===== config.mk =====
export PLATFORM = sky130hd
export DESIGN_NAME = xvga_timing
export DESIGN_NICKNAME = d
export VERILOG_FILES = /design/src/rtl/video_timing_pkg.sv /design/src/rtl/raster_axis.sv /design/src/rtl/xvga_timing.sv
export SDC_FILE = /design/constraint.sdc
export NUM_CORES = 1
export LEC_CHECK = 0
export BUFFER_PORTS_ARGS = -buffer_cell sky130_fd_sc_hd__buf_2
export CAP_MARGIN = 20
export CORE_UTILIZATION = 55
export CTS_BUF_LIST = sky130_fd_sc_hd__clkbuf_4
export CTS_CLUSTER_SIZE = 10
export DETAILED_ROUTE_END_ITERATION = 10
export PLACE_DENSITY = 0.79
export SLEW_MARGIN = 20
export SYNTH_ARGS = -nofsm -noshare
export SYNTH_HDL_FRONTEND = slang
export SYNTH_SLANG_ARGS = --single-unit

===== constraint.sdc =====
create_clock -name vclock -period 2.87 [get_ports vclock]
set_input_delay 0.287 -clock vclock [delete_from_list [all_inputs] [get_ports vclock]]
set_output_delay 0.287 -clock vclock [all_outputs]
set_load 0.02 [all_outputs]

===== src/rtl/video_timing_pkg.sv =====
// XVGA (1024x768 @ 60 Hz, 65 MHz pixel clock) raster constants, shared by the
// timing generator and the pixel generators that consume hcount/vcount.
package video_timing_pkg;
    localparam int HCOUNT_W = 11;
    localparam int VCOUNT_W = 10;

    localparam int XVGA_H_ACTIVE = 1024;
    localparam int XVGA_H_FP     = 24;
    localparam int XVGA_H_SYNC   = 136;
    localparam int XVGA_H_BP     = 160;
    localparam int XVGA_H_TOTAL  = XVGA_H_ACTIVE + XVGA_H_FP + XVGA_H_SYNC + XVGA_H_BP;

    localparam int XVGA_V_ACTIVE = 768;
    localparam int XVGA_V_FP     = 3;
    localparam int XVGA_V_SYNC   = 6;
    localparam int XVGA_V_BP     = 29;
    localparam int XVGA_V_TOTAL  = XVGA_V_ACTIVE + XVGA_V_FP + XVGA_V_SYNC + XVGA_V_BP;
endpackage


===== src/rtl/raster_axis.sv =====
// One raster axis: wrap counter with increment enable, wrap flag and a sync
// output registered from the next count so it lines up with the counter.
module raster_axis #(
    parameter int   W      = 11,
    parameter int   ACTIVE = 1024,
    parameter int   FP     = 24,
    parameter int   SYNC   = 136,
    parameter int   BP     = 160,
    parameter logic POL    = 1'b0
) (
    input  logic         clk,
    input  logic         reset,
    input  logic         en,
    output logic [W-1:0] count,
    output logic [W-1:0] count_nxt,
    output logic         wrap,
    output logic         sync
);
    localparam int TOTAL = ACTIVE + FP + SYNC + BP;
    localparam logic [W-1:0] LAST    = W'(TOTAL - 1);
    localparam logic [W-1:0] SYNC_LO = W'(ACTIVE + FP);
    localparam logic [W-1:0] SYNC_HI = W'(ACTIVE + FP + SYNC);

    assign wrap = en && (count == LAST);

    always_comb begin
        count_nxt = count;
        if (en)
            count_nxt = (count == LAST) ? '0 : count + W'(1);
    end

    always_ff @(posedge clk) begin
        if (reset) begin
            count <= '0;
            sync  <= ~POL;
        end else begin
            count <= count_nxt;
            sync  <= (count_nxt >= SYNC_LO && count_nxt < SYNC_HI) ? POL : ~POL;
        end
    end
endmodule


===== src/rtl/xvga_timing.sv =====
// Raster timing generator: pixel coordinates, syncs, blank and line/frame
// strobes, all registered and describing the same pixel in every cycle.
module xvga_timing
    import video_timing_pkg::*;
#(
    parameter int   H_ACTIVE  = XVGA_H_ACTIVE,
    parameter int   H_FP      = XVGA_H_FP,
    parameter int   H_SYNC    = XVGA_H_SYNC,
    parameter int   H_BP      = XVGA_H_BP,
    parameter int   V_ACTIVE  = XVGA_V_ACTIVE,
    parameter int   V_FP      = XVGA_V_FP,
    parameter int   V_SYNC    = XVGA_V_SYNC,
    parameter int   V_BP      = XVGA_V_BP,
    parameter logic HSYNC_POL = 1'b0,
    parameter logic VSYNC_POL = 1'b0
) (
    input  logic                vclock,
    input  logic                reset,
    input  logic                pixel_en,
    output logic [HCOUNT_W-1:0] hcount,
    output logic [VCOUNT_W-1:0] vcount,
    output logic                hsync,
    output logic                vsync,
    output logic                blank,
    output logic                frame_start,
    output logic                line_start
);
    if (H_ACTIVE + H_FP + H_SYNC + H_BP > (1 << HCOUNT_W) ||
        V_ACTIVE + V_FP + V_SYNC + V_BP > (1 << VCOUNT_W) ||
        H_FP < 1 || H_SYNC < 1 || H_BP < 1 ||
        V_FP < 1 || V_SYNC < 1 || V_BP < 1) begin : g_bad_params
        $error("xvga_timing: raster parameters out of range");
    end

    logic [HCOUNT_W-1:0] h_nxt;
    logic [VCOUNT_W-1:0] v_nxt;
    logic                h_wrap;
    logic                v_wrap;

    raster_axis #(
        .W(HCOUNT_W), .ACTIVE(H_ACTIVE), .FP(H_FP), .SYNC(H_SYNC), .BP(H_BP), .POL(HSYNC_POL)
    ) u_h (
        .clk(vclock), .reset(reset), .en(pixel_en),
        .count(hcount), .count_nxt(h_nxt), .wrap(h_wrap), .sync(hsync)
    );

    // The vertical axis only steps on the horizontal wrap, so vsync moves with vcount at hcount=0.
    raster_axis #(
        .W(VCOUNT_W), .ACTIVE(V_ACTIVE), .FP(V_FP), .SYNC(V_SYNC), .BP(V_BP), .POL(VSYNC_POL)
    ) u_v (
        .clk(vclock), .reset(reset), .en(h_wrap),
        .count(vcount), .count_nxt(v_nxt), .wrap(v_wrap), .sync(vsync)
    );

    // Strobes come from the wrap itself, so the (0,0) held through reset never fires them.
    always_ff @(posedge vclock) begin
        if (reset) begin
            blank       <= 1'b0;
            line_start  <= 1'b0;
            frame_start <= 1'b0;
        end else begin
            blank       <= (h_nxt >= HCOUNT_W'(H_ACTIVE)) || (v_nxt >= VCOUNT_W'(V_ACTIVE));
            line_start  <= h_wrap;
            frame_start <= h_wrap && v_wrap;
        end
    end
endmodule


==> impl_metrics.env, run 1 <==
export IMPL_die_w_um=54.88
export IMPL_fin_total_pwr_w=0.0006415
export IMPL_finalSetupViolCount=0
export IMPL_cts_tree="yes"
export IMPL_grt_max_degree=18
export IMPL_yosys_top_cells_area="dfxtp_1, nor2_1, a21oi_1"
export IMPL_drive_gt1_share_pct=24.38
export IMPL_ios=29
export IMPL_crit_type="reg2reg"
export IMPL_initial_core_util_pct=59.89
export IMPL_worstSetupStartpointType="register"
export IMPL_postCtsSetupBuffers=0
export IMPL_cts_hold_buf=0
export IMPL_syn_avg_cell_area_um2=8.688
export IMPL_nets=208
export IMPL_htreeDepth=1
export IMPL_drtIter0Drc=53
export IMPL_numCtsBuffers=3
export IMPL_grt_ovfl_total=0
export IMPL_diodes=0
export IMPL_yosys_warnings=0
export IMPL_relSlewSlack_pct=69.71
export IMPL_wl_per_cell_um=14.71
export IMPL_core_area_mm2=0.002567
export IMPL_place_gp_congestion=0.8442
export IMPL_num_vias=1374
export IMPL_slew_viol_final=0
export IMPL_reg2reg_slack_ns=0.24
export IMPL_syn_instance_count=177
export IMPL_viasPerCell=5.948
export IMPL_synthFlopType="dfxtp_1"
export IMPL_placed_area_mm2=0.001648
export IMPL_status="complete, no violations"
export IMPL_postLayoutCellArea_mm2=0.001700
export IMPL_synth_fp_nets=183
export IMPL_synth_edf_count=0
export IMPL_rows=18
export IMPL_synth_top_cell_area_share_pct=33.85
export IMPL_end_kind="register"
export IMPL_cts_resized_gates=0
export IMPL_max_cap_violations=0
export IMPL_grt_first_pass_wirelength_um=5230
export IMPL_vdd_drop_max_mv=0.2490
export IMPL_leakage_nw=0.6838
export IMPL_clk_pin_slew_worst_paths_ns=0.14
export IMPL_clockRootBuffer="clkbuf_4"
export IMPL_max_freq_mhz=379.7
export IMPL_first_global_vias=1167
export IMPL_die_area_mm2=0.003011
export IMPL_place_worst_setup_slack_ns=0.3001
export IMPL_fill_cells=223
export IMPL_dp_hpwl_um=2397
export IMPL_firstDrtPassIters=4
export IMPL_worst_slew_pin_slew_ns=0.4538
export IMPL_clk_latency_ns=0.32
export IMPL_yosys_area_top_type="dfxtp_1"
export IMPL_numPortBuffers=28
export IMPL_fin_crit_sh_pct=91.77
export IMPL_grt_usage_pct=24.34
export IMPL_cts_sinks=26
export IMPL_cp_max_fo=11
export IMPL_antenna_left=0
export IMPL_hold_viol=0
export IMPL_cp_required_ns=3.07
export IMPL_rsz0062_at_grt="no"
export IMPL_tns_ns=0
export IMPL_antenna_found_initial=0
export IMPL_drc=0
export IMPL_fin_util_pct=66.23
export IMPL_fin_skew_ns=0.001591
export IMPL_hp_class="in2reg"
export IMPL_areaGrowthSynthToFinish_pct=10.58
export IMPL_wirelength_um=3399
export IMPL_syn_area_mm2=0.001538
export IMPL_synth_common_cells="dfxtp_1, nor2_1, a21oi_1"
export IMPL_yosysSeqAreaShare_pct=33.85
export IMPL_power_density_mw_per_mm2=377.3
export IMPL_synth_most_common_cell="dfxtp_1"
export IMPL_synth_distinct_cells=51
export IMPL_die_y_um=54.88
export IMPL_ys_ff_latch=26
export IMPL_timing_final_ws_setup_ns=0.2363
export IMPL_crit_arrival_ns=2.84
export IMPL_min_period_ns=2.634
export IMPL_clockBufferDepth=2
export IMPL_async_flop_share_pct=0
final cells by class:
class                   instances  area, um2  area share (%)
flip-flops and latches         26      520.5           30.61
repair buffers                 32      170.2           10.01
clock inverters                 1      30.03           1.766
multi-input cells             135      904.6           53.20
clock buffers                   3      22.52           1.325
well taps                      30      37.54           2.208
inverters                       4      15.01          0.8830
metrics by stage:
| step | std cells | hold slack (ns) |
|---|---|---|
| finish | 231 | 0.3174 |
| global route | 231 | 0.3311 |
| CTS | 231 | 0.3162 |
| detailed placement | 227 | 0.5525 |
| global placement | 227 | 0.5272 |
| floorplan | 177 | 0.4385 |
state kept, by name (all words and copies together), names as in the netlist:
register / flops
frame_start: 1
u_v.sync: 1
u_v.count: 10
u_h.sync: 1
blank: 1
u_h.count: 11
line_start: 1
per-layer routing:
layer  up-vias  share of wire [%]  global-route usage [%]
li1        680                  -                       -
met1       633                 44                   33.22
met4         0                1.1                   6.838
met3         6                7.0                   3.611
met2        55                 48                   39.16
met5         -                  0                       0
final timing paths:
| path | startpoint | to | cells after the start |
|---|---|---|---|
| hold / removal | pixel_en | u_h.count[0] | 3 |
| setup / recovery | u_h.count[7] | u_v.sync | 7 |
| hold reg to reg | u_h.count[0] | u_h.count[0] | 2 |
| setup reg to reg | u_h.count[7] | u_v.sync | 7 |
power by group:
group	switching, W	internal (W)	leakage [nW]	total [W]
sequential	0.00000329	0.000364	0.210	0.000367
clock	0.000109	0.000141	0.0279	0.000251
combinational	0.0000148	0.00000872	0.446	0.0000235
logic make-up (layout without fill, tap and decap cells):
kind of cell,count (synthesis),in the layout,synth area share [%]
compound gates,30,30,13.51
xor+xnor,14,14,7.974
buf+inv,16,40,7.322
fa+ha+maj,3,3,2.441
flops,26,26,33.85
mux,3,3,2.034
simple gates,85,85,32.87
worst max-delay path, stage by stage (launching register included):
cell and delay (ns):
dfxtp_1 0.43, or4b_4 0.60, or4_1 0.68, buf_4 0.24
nor3_1 0.17, a21oi_1 0.07, o221ai_1 0.20, o2111ai_1 0.14
layout by cell type (no fill, tap or decap), drive strengths merged, types with 2 or more instances in the layout:
| master | instances |
|---|---|
| a41oi | 2 |
| nor2b | 3 |
| nand2 | 13 |
| mux2i | 2 |
| and3 | 2 |
| or2b | 2 |
| nor3 | 13 |
| xor2 | 6 |
| or4 | 4 |
| xnor2 | 8 |
| buf | 32 |
| a21oi | 14 |
| nand4 | 4 |
| nor3b | 2 |
| inv | 4 |
| o21ai | 4 |
| clkbuf | 3 |
| nor2 | 22 |
| nor4b | 2 |
| nand3 | 6 |
| ha | 3 |
| dfxtp | 26 |
| nand3b | 2 |
Power figures use the tool's default switching activity.
==> run 2, diff against run 1 <==
==> constraint.sdc (replaced) <==
create_clock -name vclock -period 2.75 [get_ports vclock]
set_input_delay 0.275 -clock vclock [delete_from_list [all_inputs] [get_ports vclock]]
set_output_delay 0.275 -clock vclock [all_outputs]
set_load 0.02 [all_outputs]
==> run 2 against run 1 <==
Worst setup slack improved by 0.029 ns. Utilization down 0.58 points. Via count up 2.4%. Clock skew grew 0.0093 ns. Final area shrank 0.88%. Total power fell by 10%. First-iteration DRC count shrank 19%. Clock power shrank 33%. Critical endpoint unchanged. Largest power group unchanged.
==> impl_metrics.env, run 2 (same netlist as run 1, synthesis figures left out) <==
export IMPL_worstSetupStartpointType="register"
export IMPL_worst_slew_pin_slew_ns=0.4550
export IMPL_wirelength_um=3308
export IMPL_wl_per_cell_um=14.26
export IMPL_min_delay_start="pixel_en"
export IMPL_max_cap_violations=0
export IMPL_drc=0
export IMPL_areaGrowthSynthToFinish_pct=9.602
export IMPL_clk_latency_ns=0.33
export IMPL_dp_cells=228
export IMPL_ios=29
export IMPL_cts_tree="yes"
export IMPL_final_common_cell="buf_2"
export IMPL_antenna_left=0
export IMPL_initial_core_util_pct=59.89
export IMPL_clockRootBuffer="clkbuf_4"
export IMPL_postLayoutCellArea_mm2=0.001685
export IMPL_cts_hold_buf=0
export IMPL_die_area_mm2=0.003011
export IMPL_htreeDepth=1
export IMPL_rows=18
export IMPL_rsz0062_at_grt="no"
export IMPL_tns_ns=0
export IMPL_hp_class="in2reg"
export IMPL_crit_type="reg2reg"
export IMPL_placed_area_mm2=0.001655
export IMPL_crit_arrival_ns=2.74
export IMPL_relSlewSlack_pct=69.63
export IMPL_reg2reg_slack_ns=0.26
export IMPL_clockBufferDepth=2
export IMPL_finalSetupViolCount=0
export IMPL_hold_viol=0
export IMPL_largest_reg_flops=11
export IMPL_end_kind="register"
export IMPL_drtIter0Drc=43
export IMPL_drive_gt1_share_pct=24.75
export IMPL_r2r_start="u_h.count[10]"
export IMPL_grt_usage_pct=24.57
export IMPL_grt_first_pass_wirelength_um=5347
export IMPL_reg_top3="u_h.count: 11 flops, u_v.count: 10 flops"
export IMPL_power_density_mw_per_mm2=341.8
export IMPL_top_register="u_h.count"
export IMPL_grt_ovfl_total=0
export IMPL_fin_skew_ns=0.01090
export IMPL_final_cell_count_no_fill=232
export IMPL_startpoint="u_h.count[10]"
export IMPL_leakage_nw=0.6784
export IMPL_num_vias=1407
export IMPL_numPortBuffers=28
export IMPL_numCtsBuffers=3
export IMPL_core_area_mm2=0.002567
export IMPL_viasPerCell=6.065
export IMPL_first_global_vias=1226
export IMPL_fin_crit_sh_pct=90.37
export IMPL_firstDrtPassIters=4
export IMPL_status="complete, no violations"
export IMPL_vdd_drop_max_mv=0.2710
export IMPL_slew_viol_final=0
export IMPL_die_y_um=54.88
export IMPL_cp_max_fo=11
export IMPL_mostFrequentLayoutCells="buf_2, dfxtp_1, nor2_1"
export IMPL_fill_cells=236
export IMPL_nets=209
export IMPL_cp_required_ns=3.01
export IMPL_cts_sinks=26
export IMPL_place_gp_congestion=0.8410
export IMPL_min_period_ns=2.485
export IMPL_diodes=0
export IMPL_clk_pin_slew_worst_paths_ns=0.15
export IMPL_die_w_um=54.88
export IMPL_max_freq_mhz=402.4
export IMPL_grt_max_degree=18
export IMPL_dp_hpwl_um=2423
export IMPL_antenna_found_initial=0
## run 2: layer usage
| metal | share of wire (%) | global-route usage (%) | vias up |
|---|---|---|---|
| met5 | 0 | 0 | - |
| met4 | 1.1 | 8.974 | 0 |
| met3 | 6.1 | 2.778 | 5 |
| met2 | 48 | 41.16 | 52 |
| met1 | 45 | 31.94 | 666 |
| li1 | - | - | 684 |
## run 2: layout make-up
cell class | instances | area [um2] | share of cell area (%)
repair buffers | 33 | 177.7 | 10.54
inverters | 4 | 15.01 | 0.8909
well taps | 30 | 37.54 | 2.227
clock buffers | 3 | 22.52 | 1.336
clock inverters | 1 | 3.754 | 0.2227
flip-flops and latches | 26 | 520.5 | 30.88
multi-input cells | 135 | 908.4 | 53.90
## run 2: worst paths after layout
check                 end  depth (start not counted)
max              u_v.sync                          7
min          u_h.count[0]                          3
max reg2reg      u_v.sync                          7
min reg2reg  u_h.count[0]                          2
## run 2: per-stage QoR
step	power, W	utilization, %	setup slack, ns	hold WS [ns]
after floorplan	0.0004089	-	0.2086	0.4265
after global placement	0.0004151	64.47	0.3017	0.5268
after detailed placement	0.0004166	64.47	0.1826	0.5619
after CTS	0.0005819	65.50	0.1592	0.2938
after global routing	0.0005970	65.64	0.1128	0.2932
final	0.0005761	65.64	0.2648	0.2930
## run 2: timing repair
item                                    in CTS  in global routing
gates resized for setup                      0                  1
endpoints found under the setup margin       0                  1
setup buffers                                0                  0
## run 2: worst max-delay path, cell delays in order, from the launching register on
cell	delay (ns)
dfxtp_1	0.43
or4b_4	0.54
or4_4	0.60
buf_4	0.20
a32o_1	0.20
o21ai_0	0.17
o221ai_1	0.16
o2111ai_1	0.13
## run 2: where the power goes
part / internal (W) / switching [W]
Combinational: 0.00000892 / 0.0000155
Clock: 0.0000532 / 0.000115
Sequential: 0.000380 / 0.00000395
Total: 0.000442 / 0.000134
